File: config.mk
export PLATFORM = sky130hd
export DESIGN_NAME = cis_line_scanner_core
export DESIGN_NICKNAME = d
export VERILOG_FILES = /design/src/rtl/cis_line_scanner_core.sv
export SDC_FILE = /design/constraint.sdc
export NUM_CORES = 1
export LEC_CHECK = 0
export BUFFER_PORTS_ARGS = -buffer_cell sky130_fd_sc_hd__buf_2
export CORE_MARGIN = 2
export CORE_UTILIZATION = 52
export DETAILED_ROUTE_END_ITERATION = 12
export PLACE_DENSITY_LB_ADDON = 0.2
export REMOVE_ABC_BUFFERS = 1
export SLEW_MARGIN = 20
export SYNTH_ARGS = -nofsm -noshare
export SYNTH_HDL_FRONTEND = slang
export SYNTH_SLANG_ARGS = --single-unit
export TNS_END_PERCENT = 1
File: constraint.sdc
create_clock -name CLK -period 5.75 [get_ports CLK]
set_input_delay 1.15 -clock CLK [delete_from_list [all_inputs] [get_ports CLK]]
set_output_delay 1.15 -clock CLK [all_outputs]
set_load 0.02 [all_outputs]
File: src/rtl/cis_line_scanner_core.sv
// cis_line_scanner_core
//   Timing and readout core for a contact-image-sensor line scanner. Generates
//   the sensor pixel clock (CLK/2), the start-of-line pulse and the R/G/B LED
//   enables. It captures one 12-bit offset-binary ADC sample per active pixel
//   and packs pixel pairs into 32-bit words for the downstream FIFO.
//
// Ports
//   CLK, RSTN            system clock, asynchronous active-low reset
//   SENSOR_RESET         synchronous soft reset (line counters are kept)
//   CIS_MODE             0 free-run, 1 encoder-triggered, 2/3 halted
//   LINES_DELAY          free-run line period in sensor clocks
//   R_ON/G_ON/B_ON       LED on-time per line in sensor clocks
//   ENCODER_EVENT        asynchronous encoder level, each toggle is a trigger
//   WR_AFULL             downstream almost-full, sampled at start of line
//   DC                   ADC sample
//   CLKC, SIC, LRGB      sensor clock, start-of-line pulse, LED enables
//   PIXELS_OUT/DV        packed pixel pair and its one-cycle valid
//   LINE_CNT, DROP_CNT   completed / discarded line counters (wrapping)
module cis_line_scanner_core #(
  parameter int unsigned PIXELS       = 2592,
  parameter int unsigned DUMMY_PIXELS = 89
) (
  input  logic        CLK,
  input  logic        RSTN,
  input  logic        SENSOR_RESET,
  input  logic [1:0]  CIS_MODE,
  input  logic [23:0] LINES_DELAY,
  input  logic [23:0] R_ON,
  input  logic [23:0] G_ON,
  input  logic [23:0] B_ON,
  input  logic        ENCODER_EVENT,
  input  logic        WR_AFULL,
  input  logic [11:0] DC,
  output logic        CLKC,
  output logic        SIC,
  output logic [2:0]  LRGB,
  output logic [31:0] PIXELS_OUT,
  output logic        PIXELS_DV,
  output logic [15:0] LINE_CNT,
  output logic [15:0] DROP_CNT
);

  localparam logic [23:0] DUMMY_END   = 24'(DUMMY_PIXELS);
  localparam logic [23:0] ACTIVE_LAST = 24'(DUMMY_PIXELS + PIXELS - 1);

  typedef enum logic [2:0] {
    S_IDLE,
    S_SI,
    S_DUMMY,
    S_ACTIVE,
    S_DONE
  } state_t;

  state_t      state_q, state_d;
  logic        clkc_q, clkc_d;
  logic [23:0] tick_cnt_q, tick_cnt_d;
  logic [2:0]  led_q, led_d;
  logic [2:0]  enc_s_q, enc_s_d;
  logic        pend_q, pend_d;
  logic        drop_q, drop_d;
  logic        half_q, half_d;
  logic [15:0] lo_q, lo_d;
  logic [31:0] pix_q, pix_d;
  logic        dv_q, dv_d;
  logic [15:0] line_cnt_q, line_cnt_d;
  logic [15:0] drop_cnt_q, drop_cnt_d;

  logic        tick, fall, enc_edge, start;
  logic [23:0] tick_inc;
  logic [15:0] pixel;

  always_comb begin
    state_d    = state_q;
    clkc_d     = ~clkc_q;
    tick_cnt_d = tick_cnt_q;
    led_d      = led_q;
    enc_s_d    = {enc_s_q[1:0], ENCODER_EVENT};
    pend_d     = pend_q;
    drop_d     = drop_q;
    half_d     = half_q;
    lo_d       = lo_q;
    pix_d      = pix_q;
    dv_d       = 1'b0;
    line_cnt_d = line_cnt_q;
    drop_cnt_d = drop_cnt_q;

    tick     = ~clkc_q;
    fall     = clkc_q;
    enc_edge = enc_s_q[2] ^ enc_s_q[1];
    pixel    = {4'h0, DC ^ 12'h800};
    // tick_cnt is both the position within the line and the free-run period
    // timer; it saturates so long idle gaps never wrap into a false start.
    tick_inc = (&tick_cnt_q) ? tick_cnt_q : tick_cnt_q + 24'd1;
    start    = ((CIS_MODE == 2'd0) && (tick_inc >= LINES_DELAY)) ||
               ((CIS_MODE == 2'd1) && pend_q);

    if (tick) begin
      tick_cnt_d = tick_inc;
      // LEDs only ever turn off between start pulses
      led_d = led_q & {(B_ON > tick_inc), (G_ON > tick_inc), (R_ON > tick_inc)};
    end

    case (state_q)
      S_IDLE: begin
        if (tick && start) begin
          state_d    = S_SI;
          tick_cnt_d = '0;
          led_d      = {(B_ON != '0), (G_ON != '0), (R_ON != '0)};
          pend_d     = 1'b0;
          drop_d     = WR_AFULL;
          half_d     = 1'b0;
        end
      end
      S_SI: begin
        if (tick) state_d = (DUMMY_PIXELS > 1) ? S_DUMMY : S_ACTIVE;
      end
      S_DUMMY: begin
        if (tick && (tick_inc == DUMMY_END)) state_d = S_ACTIVE;
      end
      S_ACTIVE: begin
        if (fall) begin
          if (!drop_q) begin
            if (!half_q) begin
              lo_d = pixel;
            end else begin
              pix_d = {pixel, lo_q};
              dv_d  = 1'b1;
            end
          end
          half_d = ~half_q;
          if (tick_cnt_q == ACTIVE_LAST) state_d = S_DONE;
        end
      end
      S_DONE: begin
        state_d    = S_IDLE;
        line_cnt_d = line_cnt_q + 16'd1;
        if (drop_q) drop_cnt_d = drop_cnt_q + 16'd1;
      end
      default: state_d = S_IDLE;
    endcase

    // an edge coinciding with the start pulse still counts as a new trigger
    if (enc_edge) pend_d = 1'b1;

    if (SENSOR_RESET) begin
      state_d    = S_IDLE;
      clkc_d     = 1'b0;
      tick_cnt_d = '0;
      led_d      = '0;
      pend_d     = 1'b0;
      half_d     = 1'b0;
      dv_d       = 1'b0;
    end
  end

  always_ff @(posedge CLK or negedge RSTN) begin
    if (!RSTN) begin
      state_q    <= S_IDLE;
      clkc_q     <= 1'b0;
      tick_cnt_q <= '0;
      led_q      <= '0;
      enc_s_q    <= '0;
      pend_q     <= 1'b0;
      drop_q     <= 1'b0;
      half_q     <= 1'b0;
      lo_q       <= '0;
      pix_q      <= '0;
      dv_q       <= 1'b0;
      line_cnt_q <= '0;
      drop_cnt_q <= '0;
    end else begin
      state_q    <= state_d;
      clkc_q     <= clkc_d;
      tick_cnt_q <= tick_cnt_d;
      led_q      <= led_d;
      enc_s_q    <= enc_s_d;
      pend_q     <= pend_d;
      drop_q     <= drop_d;
      half_q     <= half_d;
      lo_q       <= lo_d;
      pix_q      <= pix_d;
      dv_q       <= dv_d;
      line_cnt_q <= line_cnt_d;
      drop_cnt_q <= drop_cnt_d;
    end
  end

  assign CLKC       = clkc_q;
  assign SIC        = (state_q == S_SI);
  assign LRGB       = led_q;
  assign PIXELS_OUT = pix_q;
  assign PIXELS_DV  = dv_q;
  assign LINE_CNT   = line_cnt_q;
  assign DROP_CNT   = drop_cnt_q;

endmodule

* After elaboration in Yosys (flattened, before gate mapping)
Index checks and enable logic that the tools add are counted.
** Word-level totals
- Logic and storage cells :: 88
- Bits in registers :: 106
- Bits of input ports :: 115
** Operators by class
- Reductions and logical operators :: 21
- Muxes and demuxes :: 29
- Add/subtract/negate cells :: 3
- $lt $le $gt $ge :: 4
- Bitwise logic cells :: 6
- Equal/unequal tests :: 12
** Operators with widths (count)
- two-way mux 24 bit :: 5
- > comparator 24 bit :: 3
- nonzero test 24 bit :: 3
- adder 16 x 1 -> 16 bit, second input constant :: 2
- two-way mux 3 bit :: 10
- adder 24 x 1 -> 24 bit, second input constant :: 1
- equality test 24 x 12 -> 1 bit, second input constant :: 1
- equality test 24 x 7 -> 1 bit, second input constant :: 1
- >= comparator 24 bit :: 1
- AND reduction 24 bit :: 1
- != test 3 bit, second input constant :: 5
- two-way mux 1 bit :: 12
- case mux 3 bit (4 select lines) :: 1
- nonzero test 3 bit :: 3
- AND reduction 4 bit :: 2
- equality test 3 x 2 -> 1 bit, second input constant :: 2
- AND reduction 2 bit :: 3
- AND reduction 5 bit :: 1
- logical AND 1 bit :: 4
- NOT 1 bit :: 4
- AND 3 bit :: 1
- equality test 3 x 1 -> 1 bit, second input constant :: 1
- equality test 3 bit, second input constant :: 1
- zero test 3 bit :: 1
- 6 further kinds :: 6

* Longest topological paths before layout
- Depth in word-level cells :: 10
- Depth in mapped cells :: 20
- Depth with buffers taken out :: 16

* Worst setup path after synthesis
No wires, ideal clock.
- Kind :: register to register
- Start point :: reg tick_cnt_q[3]
- End point :: reg tick_cnt_q[11]
- Cell stages (with the launch flop) :: 19
- Slack :: 1.321 ns
- Setup time :: 0.121 ns
- Data arrival time :: 4.308 ns
- Buffers on the path :: 3
- Period minus slack after synthesis :: 4.429 ns
- Required time :: 5.629 ns
- Cell sequence :: dfrtp_1 > clkbuf_1 > nand4_1 > or4_1 > a21oi_2 > nand4_1 > nor2_1 > xor2_1 > ha_1 > nand4_1 > nor4b_1 > o221ai_1 > and3_1 > a31o_2 > a21oi_2 > or2_2 > clkbuf_1 > buf_2 > nor2_1
** On the way
- Longest elaborated chain between the ends :: 9
- Elaborated cells on any way between the ends :: 11
- Those cells by class :: add/sub: 1; order compare: 1; mux: 5; reduce/logical: 4
** RTL lines
- from (decl) :: line 56 : logic [23:0] tick_cnt_q, tick_cnt_d;
- from (signal assigned) :: line 174 : tick_cnt_q <= tick_cnt_d;
- adder 24 x 1 -> 24 bit or AND reduction 24 bit (tied branches) :: line 93 : tick_inc = (&tick_cnt_q) ? tick_cnt_q : tick_cnt_q + 24'd1;
- two-way mux 24 bit * :: line 93
- >= comparator 24 bit :: line 94 : start = ((CIS_MODE == 2'd0) && (tick_inc >= LINES_DELAY)) ||
- logical AND 1 bit :: line 94
- logical OR 1 bit :: line 94
- logical AND 1 bit :: line 105 : if (tick && start) begin
- two-way mux 24 bit :: line 105
- two-way mux 24 bit * :: line 103 : case (state_q)
- two-way mux 24 bit * :: line 145 : if (SENSOR_RESET) begin
- net tick_cnt_d[11] :: line 56
The timed path passes the listed nets; every way through them passes the cells marked *.
A chain may end at the register's enable or synchronous reset.

* Worst setup path after layout
- Start point :: reg tick_cnt_q[2]
- End point :: reg led_q[0], in the netlist LRGB[0]
** On the way
- Longest elaborated chain between the ends :: 9
- Elaborated cells on any way between the ends :: 13
- Those cells by class :: add/sub: 1; order compare: 2; mux: 5; bitwise: 1; reduce/logical: 4
** RTL lines
- adder 24 x 1 -> 24 bit or AND reduction 24 bit (tied branches) :: line 93
- two-way mux 24 bit * :: line 93
- >= comparator 24 bit :: line 94
- logical AND 1 bit :: line 94
- logical OR 1 bit :: line 94
- logical AND 1 bit :: line 105
- two-way mux 3 bit :: line 105
- two-way mux 3 bit * :: line 103
- two-way mux 3 bit * :: line 145
- net led_d[0] :: line 57 : logic [2:0] led_q, led_d;
- to (signal assigned) :: line 175 : led_q <= led_d;
- to (decl) :: line 57
Marked as above.

==> key figures <==
Die
  – Die height: 127 um
  – Num ports: 185
  – Core region area: 14600 um2
  – Die area: 16100 um2
  – Die W: 127 um
  – Rows: 44
  – Initial core utilization: 0.536

Power
  – Leakage: 0.00454 uW
  – Peak VDD IR: 0.000187 V
  – Design Power: around 1600 uW
  – Pwr Density: around 180 nW/um2

CTS
  – H-tree Lvls: 3
  – Clock latency on the worst-skew pair: 0.35 ns
  – Worst-path clk slew: 0.07 ns
  – Post-CTS setup buffer count: 0
  – Post-CTS Resized: 0
  – Clock Tree Buf Depth: 2
  – Total CTS buffers: 9
  – Hold buffer count at CTS: 0
  – CTS tree: done
  – Clk root buf: clkbuf_16
  – Sink Count: between 100 and 150

Placed design
  – Placed Area: 8810 um2
  – Placer Congestion: between 0.9 and 1
  – Hpwl dp: 16200 um
  – Port buffer count: about 180

Finish
  – Area of the multi-input gates: 4790 um2
  – Register Area: 2650 um2
  – Area grow syn2layout: 15.9%
  – Util after Layout: 0.621
  – Final instance area: 9100 um2
  – Filler cell count: around 1300
  – Share of cells above drive strength 1: 0.253
  – Antenna fix cells: 0
  – Total Nets Final: around 1200

Synth
  – Async S/R FF share, synth: 1.00
  – Sequential area share after synthesis: 0.338
  – Avg Inst Size Synth: 9.47 um2
  – Synth Cell Area: between 7000 and 8000 um2
  – YS warnings: 0
  – Number of synthesized flops with an enable pin: 0
  – Seq cells post-synth: about 110
  – Post-synth top flop: dfrtp_1
  – Syn Inst Count: approximately 830
  – Post-synth cell types: 66

Timing
  – Setup TNS Final: 0 ns
  – Worst rel slew slack: 0.421
  – Final clock skew: 0.0129 ns
  – RSZ-0062 raised after global routing: no
  – Worst-case hold slack: 0.352 ns
  – Final Max Tran Viols: 0
  – Setup violators final: 0
  – Hold Vio Cnt, Final: 0
  – Min Tclk post-route: 4.95 ns
  – Slew at the pin with the worst max-slew slack: 0.863 ns
  – Max Freq: 202 MHz
  – Fin crit share: 0.861

Setup path
  – Critical path class: reg -> reg
  – Critical path startpoint: tick_cnt_q[2]$_DFF_PN0_
  – R2r startpoint: tick_cnt_q[2]$_DFF_PN0_
  – Critical path required time: 5.95 ns
  – Max FO, Critical Path: 26
  – CP Data Arrival Time: 5.16 ns
  – Startpoint Class: flip-flop
  – Crit. End Element: flip-flop

Global route
  – GRT Util Overall: 0.260
  – Initial antenna violation count: 0
  – First-pass GRT wire length: 33700 um
  – Number of global-route vias before repair: between 6000 and 7000
  – Largest net degree at the start of global routing: roughly 70
  – Grt ovf: 0

Routing
  – WL per Instance: about 17 um
  – Routed via count: between 6000 and 7000
  – DRC: 0
  – Final wirelength: 20500 um
  – Number of routed nets with antenna violations: 0
  – Drt pass-1 iters: 5
  – Initial DRC count: 516
  – DR vias/cell: 5.73

Run status
  – Outcome: complete, no violations

Run
  – Total of max-cap violations: 0

Hold path
  – Hold Crit Start: enc_s_q[0]$_DFF_PN0_
  – HP Class: reg -> reg
[layout by cell type (no fill, tap or decap), drive strengths merged, types with 5 or more instances in the layout]
| master | netlist | final |
|---|---|---|
| o211ai | 5 | 5 |
| xnor2 | 53 | 53 |
| ha | 92 | 92 |
| a21oi | 28 | 28 |
| nor2 | 67 | 67 |
| nand3 | 34 | 34 |
| nor3b | 7 | 7 |
| conb | 1 | 8 |
| and4 | 13 | 13 |
| a21o | 15 | 15 |
| and3 | 11 | 11 |
| nor4 | 26 | 26 |
| clkbuf | 15 | 11 |
| nor3 | 19 | 19 |
| buf | 25 | 183 |
| nand4 | 39 | 39 |
| inv | 57 | 58 |
| mux2 | 39 | 39 |
| nand2 | 42 | 42 |
| o31ai | 6 | 6 |
| nand2b | 6 | 6 |
| nor2b | 10 | 10 |
| a211oi | 9 | 9 |
| o21ai | 23 | 23 |
| xor2 | 23 | 23 |
| dfrtp | 106 | 106 |
[cells in the mapped netlist (all sizes together), types with 25 or more instances]
cell | count | area share
a21oi | 28 | 0.019
buf | 25 | 0.021
dfrtp | 106 | 0.34
ha | 92 | 0.15
inv | 57 | 0.027
mux2 | 39 | 0.056
nand2 | 42 | 0.020
nand3 | 34 | 0.022
nand4 | 39 | 0.033
nor2 | 67 | 0.032
nor4 | 26 | 0.023
xnor2 | 53 | 0.059
[worst paths after layout]
| check | endpoint | slack [ns] | depth (start not counted) |
|---|---|---|---|
| setup / recovery | LRGB[0]$_DFF_PN0_ | 0.80 | 16 |
| hold / removal | enc_s_q[1]$_DFF_PN0_ | 0.35 | 0 |
| setup reg to reg | LRGB[0]$_DFF_PN0_ | 0.80 | 16 |
| hold reg to reg | enc_s_q[1]$_DFF_PN0_ | 0.35 | 0 |
| max in group asynchronous | lo_q[11]$_DFFE_PN0P_ | 3.78 | 2 |
| min in group asynchronous | tick_cnt_q[23]$_DFF_PN0_ | 0.90 | 1 |
[worst max-delay path, stage by stage (launching register included)]
cell and delay (ns):
dfrtp_1 0.55, nand3_1 0.31, or4_1 0.60, a21oi_2 0.24
nand4_1 0.23, nor2_1 0.17, xor2_1 0.26, ha_1 0.20
nand4_1 0.14, nor4b_1 0.53, o221ai_1 0.22, and3_1 0.19
a31o_2 0.24, a21oi_2 0.09, buf_4 0.19, or2_2 0.49
o31ai_1 0.16
[sequential cells by signal (all words and copies together) (netlist names)]
| name | flops |
|---|---|
| state_q | 3 |
| PIXELS_OUT | 24 |
| LRGB | 3 |
| lo_q | 12 |
| tick_cnt_q | 24 |
| enc_s_q | 3 |
| half_q | 1 |
| PIXELS_DV | 1 |
| DROP_CNT | 16 |
| CLKC | 1 |
| pend_q | 1 |
| LINE_CNT | 16 |
| drop_q | 1 |
[power breakdown]
| group | total (uW) | switching [uW] | internal, uW |
|---|---|---|---|
| combinational | 252 | 146 | 105 |
| clock | 587 | 279 | 308 |
| sequential | 771 | 12.0 | 759 |
| total | 1610 | 438 | 1170 |
[metal layers]
metal,GRT usage,share of wire,routed length (um),up-vias
li1,-,-,-,3300
met4,0.0556,0.012,243,0
met3,0.0460,0.061,1250,21
met2,0.424,0.46,9480,226
met5,0,0,0,-
met1,0.366,0.47,9560,3212
[cell type report]
type,instances,share of cell area
multi-input cells,633,0.526
flip-flops and latches,106,0.292
repair buffers,183,0.103
clock buffers,11,0.0267
well taps,184,0.0253
inverters,57,0.0235
clock inverters,5,0.00413
[stage by stage]
step / worst slack [ns] / cells
6_report: 0.797 / 1179
5_1_grt: 0.333 / 1179
4_1_cts: 0.911 / 1179
3_5_place_dp: 0.941 / 1163
3_3_place_gp: 1.04 / 1163
2_1_floorplan: 1.54 / 796
[kinds of logic after synthesis]
kind of cell	Yosys count	synth area share
xor gates and xnor gates	78	0.0905
buffers and inverters	97	0.0569
other	1	0.000477
DFF	106	0.338
muxes	41	0.0585
adders and majority gates	96	0.152
and+or+nand+nor	292	0.202
AOI/OAI and AO/OA	118	0.102
(Power assumes the default switching activity.)
